`src/rtl/game_sound.sv`:
```
// Square-wave sound-effect generator for hit/wall/goal events with priority preemption.
// Define GOAL_JINGLE_EN to play the goal tone as two notes, the second an octave up.
module game_sound #(
    parameter int unsigned CLK_HZ    = 25000000,
    parameter int unsigned HIT_HALF  = 25000,
    parameter int unsigned WALL_HALF = 50000,
    parameter int unsigned GOAL_HALF = 12500,
    parameter int unsigned HIT_MS    = 40,
    parameter int unsigned WALL_MS   = 20,
    parameter int unsigned GOAL_MS   = 300
) (
    input  logic       clk,
    input  logic       rst,
    input  logic       hit,
    input  logic       wall,
    input  logic       goal,
    input  logic       mute,
    output logic       speaker,
    output logic       busy,
    output logic [1:0] sound_id
);

    localparam int unsigned TICKS    = CLK_HZ / 1000;
    localparam int unsigned MAX_HALF =
        (HIT_HALF > WALL_HALF) ? ((HIT_HALF > GOAL_HALF) ? HIT_HALF : GOAL_HALF)
                               : ((WALL_HALF > GOAL_HALF) ? WALL_HALF : GOAL_HALF);
    localparam int unsigned PW = (MAX_HALF > 1) ? $clog2(MAX_HALF) : 1;
    localparam int unsigned TW = (TICKS > 1) ? $clog2(TICKS) : 1;

    localparam logic [PW-1:0] HIT_LIM  = PW'(HIT_HALF - 1);
    localparam logic [PW-1:0] WALL_LIM = PW'(WALL_HALF - 1);
    localparam logic [PW-1:0] GOAL_LIM = PW'(GOAL_HALF - 1);
    localparam logic [TW-1:0] TICK_LIM = TW'(TICKS - 1);
    localparam logic [9:0]    HIT_DUR  = 10'(HIT_MS);
    localparam logic [9:0]    WALL_DUR = 10'(WALL_MS);
    localparam logic [9:0]    GOAL_DUR = 10'(GOAL_MS);

`ifdef GOAL_JINGLE_EN
    localparam int unsigned   GOAL2_HALF = (GOAL_HALF > 1) ? GOAL_HALF / 2 : 1;
    localparam logic [PW-1:0] GOAL2_LIM  = PW'(GOAL2_HALF - 1);
    localparam logic [9:0]    GOAL1_DUR  = 10'(GOAL_MS / 2);
    typedef enum logic [1:0] {StIdle, StPlay, StPlay2} state_e;
`else
    typedef enum logic [0:0] {StIdle, StPlay} state_e;
`endif

    state_e        state_q, state_d;
    logic          spk_q, spk_d;
    logic          busy_q, busy_d;
    logic [1:0]    sound_id_q, sound_id_d;
    logic [PW-1:0] phase_q, phase_d;
    logic [TW-1:0] pre_q, pre_d;
    logic [9:0]    dur_q, dur_d;

    logic [1:0]    ev_id;
    logic          accept;
    logic [PW-1:0] half_lim;
    logic [9:0]    dur_lim;
    logic [9:0]    dur_inc;
    logic          ms_tick;
    logic          wrap;

    always_comb begin
        if (goal)      ev_id = 2'd3;
        else if (hit)  ev_id = 2'd2;
        else if (wall) ev_id = 2'd1;
        else           ev_id = 2'd0;
        // sound_id_q is 00 when idle, so any event passes then
        accept = (ev_id != 2'd0) && (ev_id >= sound_id_q);
    end

    always_comb begin
        case (sound_id_q)
            2'd1:    begin half_lim = WALL_LIM; dur_lim = WALL_DUR; end
            2'd2:    begin half_lim = HIT_LIM;  dur_lim = HIT_DUR;  end
            default: begin half_lim = GOAL_LIM; dur_lim = GOAL_DUR; end
        endcase
`ifdef GOAL_JINGLE_EN
        if (state_q == StPlay2)                         half_lim = GOAL2_LIM;
        if (state_q == StPlay && sound_id_q == 2'd3)    dur_lim  = GOAL1_DUR;
`endif
    end

    assign ms_tick = (pre_q == TICK_LIM);
    assign wrap    = (phase_q == half_lim);
    assign dur_inc = dur_q + 10'd1;

    always_comb begin
        state_d    = state_q;
        spk_d      = spk_q;
        busy_d     = busy_q;
        sound_id_d = sound_id_q;
        phase_d    = phase_q;
        pre_d      = pre_q;
        dur_d      = dur_q;
        if (accept) begin
            state_d    = StPlay;
            spk_d      = 1'b0;
            busy_d     = 1'b1;
            sound_id_d = ev_id;
            phase_d    = '0;
            pre_d      = '0;
            dur_d      = '0;
        end else if (state_q != StIdle) begin
            phase_d = wrap ? '0 : phase_q + PW'(1);
            spk_d   = wrap ? ~spk_q : spk_q;
            pre_d   = ms_tick ? '0 : pre_q + TW'(1);
            if (ms_tick) dur_d = dur_inc;
            if (ms_tick && dur_inc == dur_lim) begin
`ifdef GOAL_JINGLE_EN
                if (state_q == StPlay && sound_id_q == 2'd3) begin
                    // duration keeps counting across the note change
                    state_d = StPlay2;
                    spk_d   = 1'b0;
                    phase_d = '0;
                end else begin
`endif
                    state_d    = StIdle;
                    spk_d      = 1'b0;
                    busy_d     = 1'b0;
                    sound_id_d = 2'd0;
                    phase_d    = '0;
                    pre_d      = '0;
                    dur_d      = '0;
`ifdef GOAL_JINGLE_EN
                end
`endif
            end
        end
    end

    always_ff @(posedge clk or posedge rst) begin
        if (rst) begin
            state_q    <= StIdle;
            spk_q      <= 1'b0;
            busy_q     <= 1'b0;
            sound_id_q <= 2'd0;
            phase_q    <= '0;
            pre_q      <= '0;
            dur_q      <= '0;
        end else begin
            state_q    <= state_d;
            spk_q      <= spk_d;
            busy_q     <= busy_d;
            sound_id_q <= sound_id_d;
            phase_q    <= phase_d;
            pre_q      <= pre_d;
            dur_q      <= dur_d;
        end
    end

    assign speaker  = spk_q & ~mute;
    assign busy     = busy_q;
    assign sound_id = sound_id_q;

endmodule
```
`config.mk`:
```
export PLATFORM = sky130hd
export DESIGN_NAME = game_sound
export DESIGN_NICKNAME = d
export VERILOG_FILES = /design/src/rtl/game_sound.sv
export SDC_FILE = /design/constraint.sdc
export NUM_CORES = 1
export LEC_CHECK = 0
export ABC_CLOCK_PERIOD_IN_PS = 3550
export CAP_MARGIN = 20
export CORE_MARGIN = 3
export CORE_UTILIZATION = 45
export DETAILED_ROUTE_END_ITERATION = 10
export MAX_ROUTING_LAYER = met4
export PLACE_DENSITY = 0.72
export SYNTH_ARGS = -nofsm -noshare
export SYNTH_HDL_FRONTEND = slang
export SYNTH_SLANG_ARGS = --single-unit
```
`constraint.sdc`:
```
create_clock -name clk -period 3.55 [get_ports clk]
set_input_delay 0.71 -clock clk [delete_from_list [all_inputs] [get_ports clk]]
set_output_delay 0.71 -clock clk [all_outputs]
set_load 0.02 [all_outputs]
```
==> metrics.cfg <==
[sta]
clock-skew-final_ns = 0.00590
max_freq_ghz = 0.346
layout_setup_ws_ns = 0.664
slew_headroom_pct = 58.9
worst-slew-pin-transition_ns = 0.614
hold_viol_final = 0
slew_violations = 0
setup_viol = 0
fin_crit_ns = 2.89
fin_crit_sh_pct = 81.3
rsz0062_at_grt = no
finalSetupTns_ns = 0

[critical_path]
crit_start = hit
r2r_cells = 7
required_ns = 3.78
crit_path_start_kind = input pin
r2r_end = dur_q[2]$_DFFE_PP0P_
regToRegSetupSlack_ns = 0.87
critPathCapture = pre_q[13]$_DFFE_PP0P_
arrival_ns = 3.12
crit_path_max_fanout = 5
cp-end-kind = flop
worstReg2RegStart = dur_q[0]$_DFFE_PP0P_
worst-setup-path-type = in2reg

[logic_synthesis]
synth-simple-area-share_pct = 27.8
postSynthAreaPerCell_um2 = 9.08
synth-xor-area-share_pct = 5.16
yosys_warnings = 0
synth.area.mux_share_pct = 0
synth_fa_ha_area_share_pct = 3.03
synth_top_area_share_pct = 39.9
ys.flop_type = dfrtp_1
synth.distinct_cells = 55
seq_area_frac_synth_pct = 39.9
synth_edf_count = 0
syn_inst = 318
synth_top_cell_by_area = dfrtp_1
synthesis.area_um2 = 2890
synth_compound_area_share_pct = 19.6
synthTopCellsByArea = dfrtp_1 (40%), nand2_1 (4.7%), o21ai_0 (3.6%), nand3_1 (3.5%), xnor2_1 (3.3%)
ys_ff_latch = 46
async_flop_share_pct = 100
synth_top_family_by_area = simple AND/OR/NAND/NOR gates
synthesis.nets = 331

[power]
p_total_mw = 1.54
p_leak_nw = 1.20
vdd_drop_max_mv = 0.240
p_per_area_nw_per_um2 = 491

[global_route]
grt_max_degree = 47
antenna_found_initial = 0
met3_usage_pct = 3.17
grt_pass1_wl_mm = 11.3
grt_use_total_pct = 19.6
busiest_layer = met2
met1_usage_pct = 26.0
gr-total-overflow = 0
grt_pass1_vias = 2384
grtUsageMet2_pct = 29.9

[min_path]
hp-class = reg2reg
holdPathStages = 1

[clock_tree]
clk_pin_slew_ns = 0.09
holdBufCountCts = 0
cts_tree = yes
clk_root_buffer_cell = clkbuf_8
clock_latency_ns = 0.31
cts_htree_levels = 2
cts_buffer_depth = 2
cts_sinks = 46
post_cts_buffers = 0
post_cts.resized_instances = 0
cts_inserted_buffers = 5

[routing]
vias_per_cell = 6.03
wire_per_inst_um = 15.8
drtPass1Iterations = 4
dr_total_vias = 2442
drcViolationCount = 0
drtIter0Drc = 179
drt_wl_total_mm = 6.41
ant_nets = 0

[cells_and_area]
n_antenna_cell = 0
drive_gt1_share_pct = 8.18
area_growth_pct = 8.71
final_util_pct = 51.8
fin_cells = 405
final_cell_mix = dfrtp_1 (46), nand2_1 (36), nor2_1 (24)
layout_commonest_cell = dfrtp_1
nets = 343
n_fill_cell = 560

[outcome]
status = completed

[floorplan]
placeableCoreArea_um2 = 6060
die_x_um = 86.1
rows = 28
fp.dieArea_um2 = 7410
ios = 10
initial_core_util_pct = 47.6
die_h_um = 86.1

[flow_run]
cap_violations = 0

[placed_design]
portBuffers = 9
place_inst = 397
dp_hpwl_mm = 4.62
globalplace.congestion = 0.936
place_worst_setup_slack_ns = 0.327

[worst min path at each step]
stage	startpoint	endpoint	slack (ns)
2_1_floorplan	spk_q$_DFFE_PP0P_	spk_q$_DFFE_PP0P_	0.44
3_3_place_gp	pre_q[14]$_DFFE_PP0P_	pre_q[14]$_DFFE_PP0P_	0.49
3_5_place_dp	busy$_DFFE_PP0P_	busy$_DFFE_PP0P_	0.51
4_1_cts	busy$_DFFE_PP0P_	busy$_DFFE_PP0P_	0.53
5_1_grt	spk_q$_DFFE_PP0P_	spk_q$_DFFE_PP0P_	0.55
6_report	spk_q$_DFFE_PP0P_	spk_q$_DFFE_PP0P_	0.52
[cells by family (layout without fill, tap and decap cells)]
| family | count (synthesis) | after routing |
|---|---|---|
| buffers and inverters | 24 | 36 |
| xor gates and xnor gates | 17 | 17 |
| AOI/OAI and AO/OA | 77 | 77 |
| and+or+nand+nor | 147 | 147 |
| DFF | 46 | 46 |
| adders and majority gates | 7 | 7 |
[critical path, cell delays in order]
cell and delay, ns:
clkdlybuf4s50_1 0.43, or2_2 0.33, ha_1 0.30, a21o_1 0.17
a21oi_2 0.08, or4_1 0.61, or3_1 0.35, a21oi_1 0.15
[synth_stat cells, drive strengths merged, types with 2 or more instances]
cell and count:
a2111oi 2, nor4b 5, or4 2, or3 4, nor4bb 2, nor2b 2, nand2 37, or2 3
nand2b 5, ha 7, and4 2, and3 3, nor2 24, o211ai 2, a31oi 6, o41ai 2
xor2 6, nor4 8, a22o 5, xnor2 11, a21oi 14, o21ai 21, o2bb2ai 6, nor3 13
and2 3, nand4 8, inv 12, nor3b 2, buf 9, o311ai 2, clkbuf 3, nand3 20
and4b 2, and3b 2, o31ai 7, dfrtp 46
[sequential cells by signal, indices dropped and copies added, names as in the netlist]
register and count:
pre_q 15, busy 1, dur_q 10, phase_q 16, sound_id 2, state_q 1
spk_q 1
[cell type report]
type | instances | area (um2) | share of cell area [%]
Inverter | 12 | 45.0 | 1.44
Clock buffer | 7 | 76.3 | 2.43
Timing Repair Buffer | 17 | 163 | 5.18
Tap cell | 75 | 93.8 | 2.99
Multi-Input combinational cell | 248 | 1610 | 51.3
Sequential cell | 46 | 1150 | 36.7
[metrics by stage]
step | instance area (um2) | hold slack (ns)
after floorplan | 2890 | 0.443
after global placement | 3040 | 0.491
after detailed placement | 3040 | 0.506
after CTS | 3120 | 0.526
after global routing | 3140 | 0.547
final | 3140 | 0.522
[where the power goes]
part | internal, mW | switching [mW]
clock network | 0.136 | 0.179
logic | 0.222 | 0.383
registers | 0.567 | 0.0548
[layer usage]
layer / part of all wire (%) / vias to the layer above / routed length (um)
li1: - / 1205 / -
met1: 49 / 1174 / 3130
met2: 46 / 52 / 2930
met3: 3.4 / 11 / 217
met4: 1.9 / 0 / 122
met5: 0 / - / 0
No activity file was read; power rests on OpenSTA's default activity.
